--- src/rtl/mem_bus_arbiter.sv ---
// Shares one memory port between the I-cache and D-cache controllers.
// Tracks load-tag ownership so completions reach only the issuing side.
module mem_bus_arbiter #(
  parameter int STARVE_LIMIT = 4
) (
  input  logic        clock,
  input  logic        reset,
  input  logic [1:0]  proc2Imem_command,
  input  logic [63:0] proc2Imem_addr,
  output logic [3:0]  Imem2proc_response,
  output logic [63:0] Imem2proc_data,
  output logic [3:0]  Imem2proc_tag,
  input  logic [1:0]  proc2Dmem_command,
  input  logic [63:0] proc2Dmem_addr,
  input  logic [63:0] proc2Dmem_data,
  output logic [3:0]  Dmem2proc_response,
  output logic [63:0] Dmem2proc_data,
  output logic [3:0]  Dmem2proc_tag,
  output logic [1:0]  proc2mem_command,
  output logic [63:0] proc2mem_addr,
  output logic [63:0] proc2mem_data,
  input  logic [3:0]  mem2proc_response,
  input  logic [63:0] mem2proc_data,
  input  logic [3:0]  mem2proc_tag,
  output logic [3:0]  outstanding_count,
  output logic        tag_error
);

  localparam logic [1:0] BUS_NONE = 2'd0;
  localparam logic [1:0] BUS_LOAD = 2'd1;
  localparam logic [3:0] LIMIT    = 4'(STARVE_LIMIT);

  logic        i_req, d_req, i_win, d_win;
  logic        comp_hit, comp_own, load_acc;
  logic [3:0]  starve_q, starve_d;
  logic [15:0] valid_q, valid_d;
  logic [15:0] owner_q, owner_d;
  logic [3:0]  cnt_q, cnt_d;
  logic        err_q, err_d;

  // Grant: D has priority unless I has starved for LIMIT cycles
  always_comb begin
    i_req = (proc2Imem_command != BUS_NONE);
    d_req = (proc2Dmem_command != BUS_NONE);
    i_win = i_req && (!d_req || (starve_q >= LIMIT));
    d_win = d_req && !i_win;
  end

  // Forward the winner's request and steer the accept tag back to it
  always_comb begin
    proc2mem_command   = BUS_NONE;
    proc2mem_addr      = proc2Dmem_addr;
    Imem2proc_response = 4'd0;
    Dmem2proc_response = 4'd0;
    unique case (1'b1)
      i_win: begin
        proc2mem_command   = proc2Imem_command;
        proc2mem_addr      = proc2Imem_addr;
        Imem2proc_response = mem2proc_response;
      end
      d_win: begin
        proc2mem_command   = proc2Dmem_command;
        proc2mem_addr      = proc2Dmem_addr;
        Dmem2proc_response = mem2proc_response;
      end
      default: ;
    endcase
  end

  assign proc2mem_data  = proc2Dmem_data;
  assign Imem2proc_data = mem2proc_data;
  assign Dmem2proc_data = mem2proc_data;

  // Route a completion tag to whichever side owns it
  always_comb begin
    comp_hit      = (mem2proc_tag != 4'd0) && valid_q[mem2proc_tag];
    comp_own      = owner_q[mem2proc_tag];
    Imem2proc_tag = (comp_hit && !comp_own) ? mem2proc_tag : 4'd0;
    Dmem2proc_tag = (comp_hit &&  comp_own) ? mem2proc_tag : 4'd0;
  end

  // Next owner table: completion clears, a new accept on the same tag wins
  always_comb begin
    valid_d  = valid_q;
    owner_d  = owner_q;
    load_acc = (proc2mem_command == BUS_LOAD) &&
               (mem2proc_response != 4'd0);
    if (comp_hit) begin
      valid_d[mem2proc_tag] = 1'b0;
    end
    if (load_acc) begin
      valid_d[mem2proc_response] = 1'b1;
      owner_d[mem2proc_response] = d_win;
    end
    valid_d[0] = 1'b0;
    owner_d[0] = 1'b0;
    cnt_d = 4'd0;
    for (int k = 1; k < 16; k++) begin
      cnt_d = cnt_d + {3'd0, valid_d[k]};
    end
    err_d = err_q ||
            ((mem2proc_tag != 4'd0) && !valid_q[mem2proc_tag]);
  end

  // Starvation count of consecutive I-side losses, saturating
  always_comb begin
    starve_d = 4'd0;
    if (i_req && !i_win) begin
      starve_d = (starve_q == 4'hf) ? 4'hf : starve_q + 4'd1;
    end
  end

  // State registers
  always_ff @(posedge clock or posedge reset) begin
    if (reset) begin
      valid_q  <= '0;
      owner_q  <= '0;
      starve_q <= '0;
      cnt_q    <= '0;
      err_q    <= 1'b0;
    end else begin
      valid_q  <= valid_d;
      owner_q  <= owner_d;
      starve_q <= starve_d;
      cnt_q    <= cnt_d;
      err_q    <= err_d;
    end
  end

  assign outstanding_count = cnt_q;
  assign tag_error         = err_q;

endmodule
--- config.mk ---
export PLATFORM = sky130hd
export DESIGN_NAME = mem_bus_arbiter
export DESIGN_NICKNAME = d
export VERILOG_FILES = /design/src/rtl/mem_bus_arbiter.sv
export SDC_FILE = /design/constraint.sdc
export NUM_CORES = 1
export LEC_CHECK = 0
export CAP_MARGIN = 20
export CELL_PAD_IN_SITES_DETAIL_PLACEMENT = 0
export CELL_PAD_IN_SITES_GLOBAL_PLACEMENT = 1
export CORE_AREA = 3 3 210 212
export CTS_BUF_LIST = sky130_fd_sc_hd__clkbuf_4 sky130_fd_sc_hd__clkbuf_8
export DETAILED_ROUTE_END_ITERATION = 10
export DIE_AREA = 0 0 213 215
export PLACE_DENSITY = 0.67
export SLEW_MARGIN = 10
export SYNTH_ARGS = -nofsm -noshare
export SYNTH_HDL_FRONTEND = slang
export SYNTH_SLANG_ARGS = --single-unit
--- constraint.sdc ---
create_clock -name clock -period 6.1 [get_ports clock]
set_clock_uncertainty 0.1 [all_clocks]
set_input_delay 0.61 -clock clock [delete_from_list [all_inputs] [get_ports clock]]
set_output_delay 0.61 -clock clock [all_outputs]
set_load 0.01 [all_outputs]
==> results of run 1 <==
## placed cells by master, fill, tap and decap left out, types with 4 or more instances in the layout
cell	synthesis	layout
mux2_2	54	54
nand2_1	30	30
clkbuf_8	0	7
nor2_1	21	20
a21oi_1	6	6
nor2b_1	7	7
and2_1	14	14
mux4_2	4	4
or3_4	7	7
mux2_1	20	20
nor3_1	4	4
or3_1	5	5
fa_1	10	10
nand3_1	4	4
clkdlybuf4s50_1	0	228
dfrtp_1	39	39
a21boi_0	5	5
buf_4	192	4
o31ai_1	4	4
inv_1	16	16
a22o_1	4	4
mux2_4	11	11
## power breakdown
part           switching (uW)  internal [uW]  leakage [uW]  total, uW
clock                    92.0            108     0.0000549        200
combinational             387            454       0.00186        841
sequential               42.6            335      0.000489        378
total                     522            897       0.00240       1420
## logic make-up (layout without fill, tap and decap cells)
group | count (synthesis) | in the layout
buffers and inverters | 224 | 257
and+or+nand+nor | 102 | 102
muxes | 89 | 89
DFF | 39 | 39
AOI/OAI and AO/OA | 38 | 38
adders and majority gates | 13 | 13
other | 1 | 2
xor gates and xnor gates | 1 | 1
## cells in the mapped netlist (2+ instances only)
cell | instances | area (sq um)
or3_1 | 5 | 31.28
o21ai_0 | 3 | 15.01
mux4_2 | 4 | 90.09
clkbuf_1 | 8 | 30.03
nor3_1 | 4 | 20.02
o2bb2ai_1 | 2 | 17.52
nand2_1 | 30 | 112.6
a22oi_1 | 2 | 15.01
a21o_1 | 2 | 15.01
and2_1 | 14 | 87.58
dfrtp_1 | 39 | 975.9
nand3_1 | 4 | 20.02
nor2b_1 | 7 | 43.79
ha_1 | 3 | 37.54
buf_4 | 192 | 1441
buf_2 | 7 | 35.03
or3_4 | 7 | 78.83
a22o_1 | 4 | 35.03
nor2_1 | 21 | 78.83
o31ai_1 | 4 | 30.03
a21oi_1 | 6 | 30.03
mux2_1 | 20 | 225.2
mux2_2 | 54 | 608.1
or4_4 | 3 | 33.78
mux2_4 | 11 | 165.2
fa_1 | 10 | 200.2
nand2b_1 | 3 | 18.77
a21boi_0 | 5 | 37.54
inv_1 | 16 | 60.06
## how the worst max path moves through the flow
stage,startpoint,end,slack [ps]
2_1_floorplan,proc2Imem_command[1],outstanding_count[1],1230
3_3_place_gp,proc2Imem_command[0],outstanding_count[1],500
3_5_place_dp,proc2Imem_command[0],outstanding_count[1],450
4_1_cts,proc2Imem_command[0],outstanding_count[1],750
5_1_grt,proc2Imem_command[0],outstanding_count[1],570
6_report,proc2Imem_command[0],outstanding_count[1],770
## sequential cells by signal, summed over array words and instances (netlist names)
name / flops
owner_q: 15
valid_q: 15
outstanding_count: 4
starve_q: 4
tag_error: 1
## per-layer routing
metal	wire, um	share of wire [%]	global-route usage, %	up-vias
met4	1025	4.5	3.615	6
met1	8265	36	10.41	1664
met5	41	0.18	0	-
met2	10160	44	14.60	321
li1	-	-	-	1553
met3	3444	15	6.475	53
## layout make-up
cell class,instances,area [sq um],share of cell area [%]
diodes,1,2.502,0.03954
flip-flops and latches,39,975.9,15.42
multi-input cells,244,2180,34.44
inverters,16,60.06,0.9490
well taps,539,674.4,10.66
repair buffers,233,2332,36.85
clock buffers,8,103.9,1.641
## metrics by stage
| step | power (uW) | utilization (%) |
|---|---|---|
| finish | 1419 | 15.02 |
| global route | 1551 | 15.01 |
| CTS | 1450 | 15.01 |
| detailed placement | 1248 | 14.77 |
| global placement | 1243 | 14.77 |
| floorplan | 1001 | - |
==> qor.yml, run 1 <==
status: "complete, no violations"
cts_buffer_depth: 2
synthSimpleGateAreaFrac_pct: 11.81
r2r-end: "outstanding_count[1]"
drive_gt1_share_pct: 17.96
fin_crit_ps: 5334
cts_made_buffers: 5
critPathArrivalTime_ps: 5400
setup-violations-final: 0
ios: 549
synth_nets: 790
crit_buf_inv: 4
track_usage_pct: 9.553
cp_slowest_cell: "clkdlybuf4s50_1"
powerDensity_nw_per_um2: 224.2
path_class: "primary input to register"
grt_max_degree: 68
rsz0062_at_grt: "no"
end_kind: "register"
antenna_found_initial: 6
synth_top_family_by_area: "buffers and inverters"
postSynthCellCount: 507
clk_latency_ps: 290
place_inst: 1071
syn_avg_cell_area_sq_um: 9.321
yosys_warnings: 0
synth_mux_area_share_pct: 23.03
synth_edf_count: 0
dpl_cell_area_sq_um: 6222
cp_num_cells: 15
slew_headroom_pct: 64.93
critPathMaxFanout: 16
cp_slowest_stage_delay_ps: 600
synthArstFlopShare_pct: 100.0
worst_pin_slew_ps: 526.0
avgViaCountPerCell: 3.331
seq_area_frac_synth_pct: 20.65
cp_top_family: "adder cells"
syn_area_sq_um: 4726
ys_types: 46
gp_congestion: 0.8000
cpMostUsedCell: "fa_1"
crit_required_ps: 6170
port-buffer-count: 228
num_rows: 75
critPathLaunchType: "primary input"
drt_iter0_markers: 128
num-fill-cells: 4711
vdd_ir_drop_max_uv: 124.6
power.leakage_uw: 0.002404
die_w_um: 213
hold_path_class: "register to register"
synthFlopType: "dfrtp_1"
clock-sinks: 39
final_max_slew_viol_count: 0
post_cts_resize_count: 0
grt_pass1_vias: 3763
grt_pass1_wl_mm: 30.48
dr.pass1.iters: 4
worstHoldStart: "starve_q[0]"
finalCritPeriodShare_pct: 87.44
stdcell_area_sq_um: 6329
tns_ps: 0
place_hpwl_mm: 20.66
finalNonFillerCells: 1080
cts_hold_buf: 0
whs_ps: 365.8
whs_path_depth: 1
coreArea_sq_um: 42130
dieArea_sq_um: 45800
drt_wl_total_mm: 22.93
synth-xor-area-share_pct: 0.1853
nets: 822
post_cts_buffers: 0
reg2reg_depth: 14
post-place-ws_ps: 453.4
synth_compound_area_share_pct: 5.825
hold_viol: 0
whs_endpoint: "starve_q[0]"
h-tree-depth: 2
path_clk_slew_ps: 80
tritoncts: "built"
root_buffer: "clkbuf_8"
maxCapViolations: 0
drc: 0
ys_seq_elements: 39
gr-total-overflow: 0
detail-route-antenna-nets: 0
die_h_um: 215
r2r_start: "starve_q[3]"
setup_ws_ps: 766.0
crit_chain: "clkdlybuf4s50_1, nand2b_4, a21boi_1, o22a_2, or4_4, a21boi_0, fa_1, fa_1, fa_1, inv_1, fa_1, inv_1, fa_1, inv_1, fa_1"
wl_per_cell_um: 21.24
initial_core_util_pct: 11.22
regToRegSetupSlack_ps: 1120
num_vias: 3597
yosys.area_share.adder_pct: 5.030
fmax_ghz: 0.1875
syn2layout_area_growth_pct: 33.92
(Power assumes the default switching activity.)
==> run 2: changes to the inputs <==
--- a/config.mk
+++ b/config.mk
@@ -12,7 +12,7 @@
 export CTS_BUF_LIST = sky130_fd_sc_hd__clkbuf_4 sky130_fd_sc_hd__clkbuf_8
 export DETAILED_ROUTE_END_ITERATION = 10
 export DIE_AREA = 0 0 213 215
-export PLACE_DENSITY = 0.67
+export PLACE_DENSITY = 0.55
 export SLEW_MARGIN = 10
 export SYNTH_ARGS = -nofsm -noshare
 export SYNTH_HDL_FRONTEND = slang
==> run 2 against run 1 <==
  * Power up 1.1%
  * Sequential power is essentially flat
  * Via count fell by 1.4%
  * Die area stayed put
  * Critical path depth did not move
  * Fmax shrank 0.29%
  * Clock-buffer cell count did not move
  * Worst setup slack got worse by 16 ps
  * Cell count hardly changed
  * Wire length shrank 3.2%
  * Clock power grew 2%
  * Largest power group unchanged
==> qor.yml, run 2 (synthesis gave the netlist of run 1 again) <==
slew_headroom_pct: 42.30  # -23 points
tns_ps: 0  # unchanged
clock-sinks: 39  # unchanged
mostFrequentLayoutCell: "clkdlybuf4s50_1"
crit_required_ps: 6180  # about the same
power.leakage_uw: 0.002409  # +0.21%
setup-violations-final: 0  # unchanged
cp_top_family: "adder cells"
fmax_ghz: 0.1869  # -0.29%
port-buffer-count: 228  # unchanged
vdd_ir_drop_max_uv: 98.83  # -21%
drive_gt1_share_pct: 18.27  # +0.30 points
die_w_um: 213  # unchanged
num_vias: 3547  # -1.4%
layout_common_cells: "clkdlybuf4s50_1, mux2_2, dfrtp_1"
die_h_um: 215  # unchanged
cts_hold_buf: 0  # unchanged
diodes: 0  # -1
final_max_slew_viol_count: 0  # unchanged
worst_pin_slew_ps: 865.4  # +339.4 ps
wl_per_cell_um: 20.54  # -3.3%
drt_iter0_markers: 157  # +23%
grt_pass1_vias: 3717  # -1.2%
cp_slowest_cell: "clkdlybuf4s50_1"
cp_slowest_stage_delay_ps: 610  # about the same
cts_buffer_depth: 2  # unchanged
grt_pass1_wl_mm: 29.66  # -2.7%
dr.pass1.iters: 4  # unchanged
maxCapViolations: 0  # unchanged
rsz0062_at_grt: "no"
critPathMaxFanout: 16  # unchanged
hold_viol: 0  # unchanged
place_hpwl_mm: 19.97  # -3.3%
critPathLaunchType: "primary input"
cts_made_buffers: 5  # unchanged
gp_congestion: 0.7816  # -2.3%
path_class: "primary input to register"
num_rows: 75  # unchanged
path_clk_slew_ps: 90  # about the same
grt_max_degree: 68  # unchanged
drc: 0  # unchanged
crit_chain: "clkdlybuf4s50_1, nand2b_4, a21boi_1, o22a_2, or4_4, a21boi_0, fa_1, fa_1, fa_1, inv_1, fa_1, inv_1, fa_1, inv_1, fa_1"
ios: 549  # unchanged
fin_crit_ps: 5349  # +15.51 ps
track_usage_pct: 9.155  # -0.40 points
crit_buf_inv: 4  # unchanged
avgViaCountPerCell: 3.281  # -1.5%
hold_path_class: "register to register"
status: "complete, no violations"
detail-route-antenna-nets: 0  # unchanged
critPathArrivalTime_ps: 5430  # +30 ps
h-tree-depth: 2  # unchanged
initial_core_util_pct: 11.22  # unchanged
drt_wl_total_mm: 22.21  # -3.2%
end_kind: "register"
powerDensity_nw_per_um2: 226.7  # +1.1%
cpMostUsedCell: "fa_1"
finish.utilization_pct: 15.02  # unchanged
syn2layout_area_growth_pct: 33.92  # unchanged
post_cts_resize_count: 0  # unchanged
nets: 824  # +0.24%
gr-total-overflow: 0  # unchanged
dieArea_sq_um: 45800  # unchanged
coreArea_sq_um: 42130  # unchanged
root_buffer: "clkbuf_8"
tritoncts: "built"
finalCritPeriodShare_pct: 87.70  # +0.25 points
clk_latency_ps: 300  # about the same
post_cts_buffers: 0  # unchanged
antenna_found_initial: 4  # -2
top_regs: "owner_q (15), valid_q (15)"
## run 2: cell types whose count changed in the layout (fill, tap and decap cells not counted), sizes merged
cell	change
buf	+2
diode	-1
## run 2: through the flow
| step | worst slack [ps] | hold slack (ps) | total power (uW) | std cells | instance area [sq um] |
|---|---|---|---|---|---|
| floorplan | 1229 | 326.2 | 1001 | 507 | 4726 |
| global placement | 486.1 | 337.4 | 1249 | 1073 | 6225 |
| detailed placement | 416.2 | 353.7 | 1263 | 1073 | 6225 |
| CTS | 725.6 | 364.6 | 1471 | 1081 | 6329 |
| global route | 550.8 | 379.8 | 1576 | 1081 | 6329 |
| finish | 750.5 | 361.1 | 1435 | 1081 | 6329 |
## run 2: area by class of cell
class | count | area [sq um]
clock buffer | 8 | 103.9
fill | 4727 | 35810
inverter | 16 | 60.06
multi-input combinational | 244 | 2180
sequential | 39 | 975.9
tap | 539 | 674.4
timing repair buffer | 235 | 2335
## run 2: final timing paths
kind	start	endpoint	slack, ps	cells past startpoint
max	proc2Imem_command[0]	outstanding_count[1]	750	15
min	starve_q[0]	starve_q[0]	360	1
max reg2reg	starve_q[3]	outstanding_count[1]	1140	14
min reg2reg	starve_q[0]	starve_q[0]	360	1
max in group asynchronous	reset	owner_q[4]	4880	3
min in group asynchronous	reset	starve_q[2]	640	3
## run 2: worst reg2reg max path: stages, from the launching register on
cell,delay (ps)
dfrtp_1,420
o21ai_0,230
a21boi_1,120
o22a_2,320
or4_4,530
a21boi_0,170
fa_1,510
fa_1,510
fa_1,510
inv_1,50
fa_1,470
inv_1,50
fa_1,350
inv_1,90
fa_1,420
## run 2: power breakdown
| part | leakage (uW) | switching [uW] | internal, uW | total, uW |
|---|---|---|---|---|
| clock network | 0.0000549 | 96.3 | 108 | 204 |
| logic | 0.00187 | 391 | 461 | 852 |
| registers | 0.000489 | 43.9 | 335 | 379 |
| total | 0.00241 | 531 | 904 | 1430 |
## run 2: metal layers
layer | global-route usage (%) | share of wire [%]
met3 | 5.950 | 14
met4 | 2.129 | 2.4
met2 | 14.89 | 47
met1 | 9.792 | 36
met5 | 1.616 | 0.67
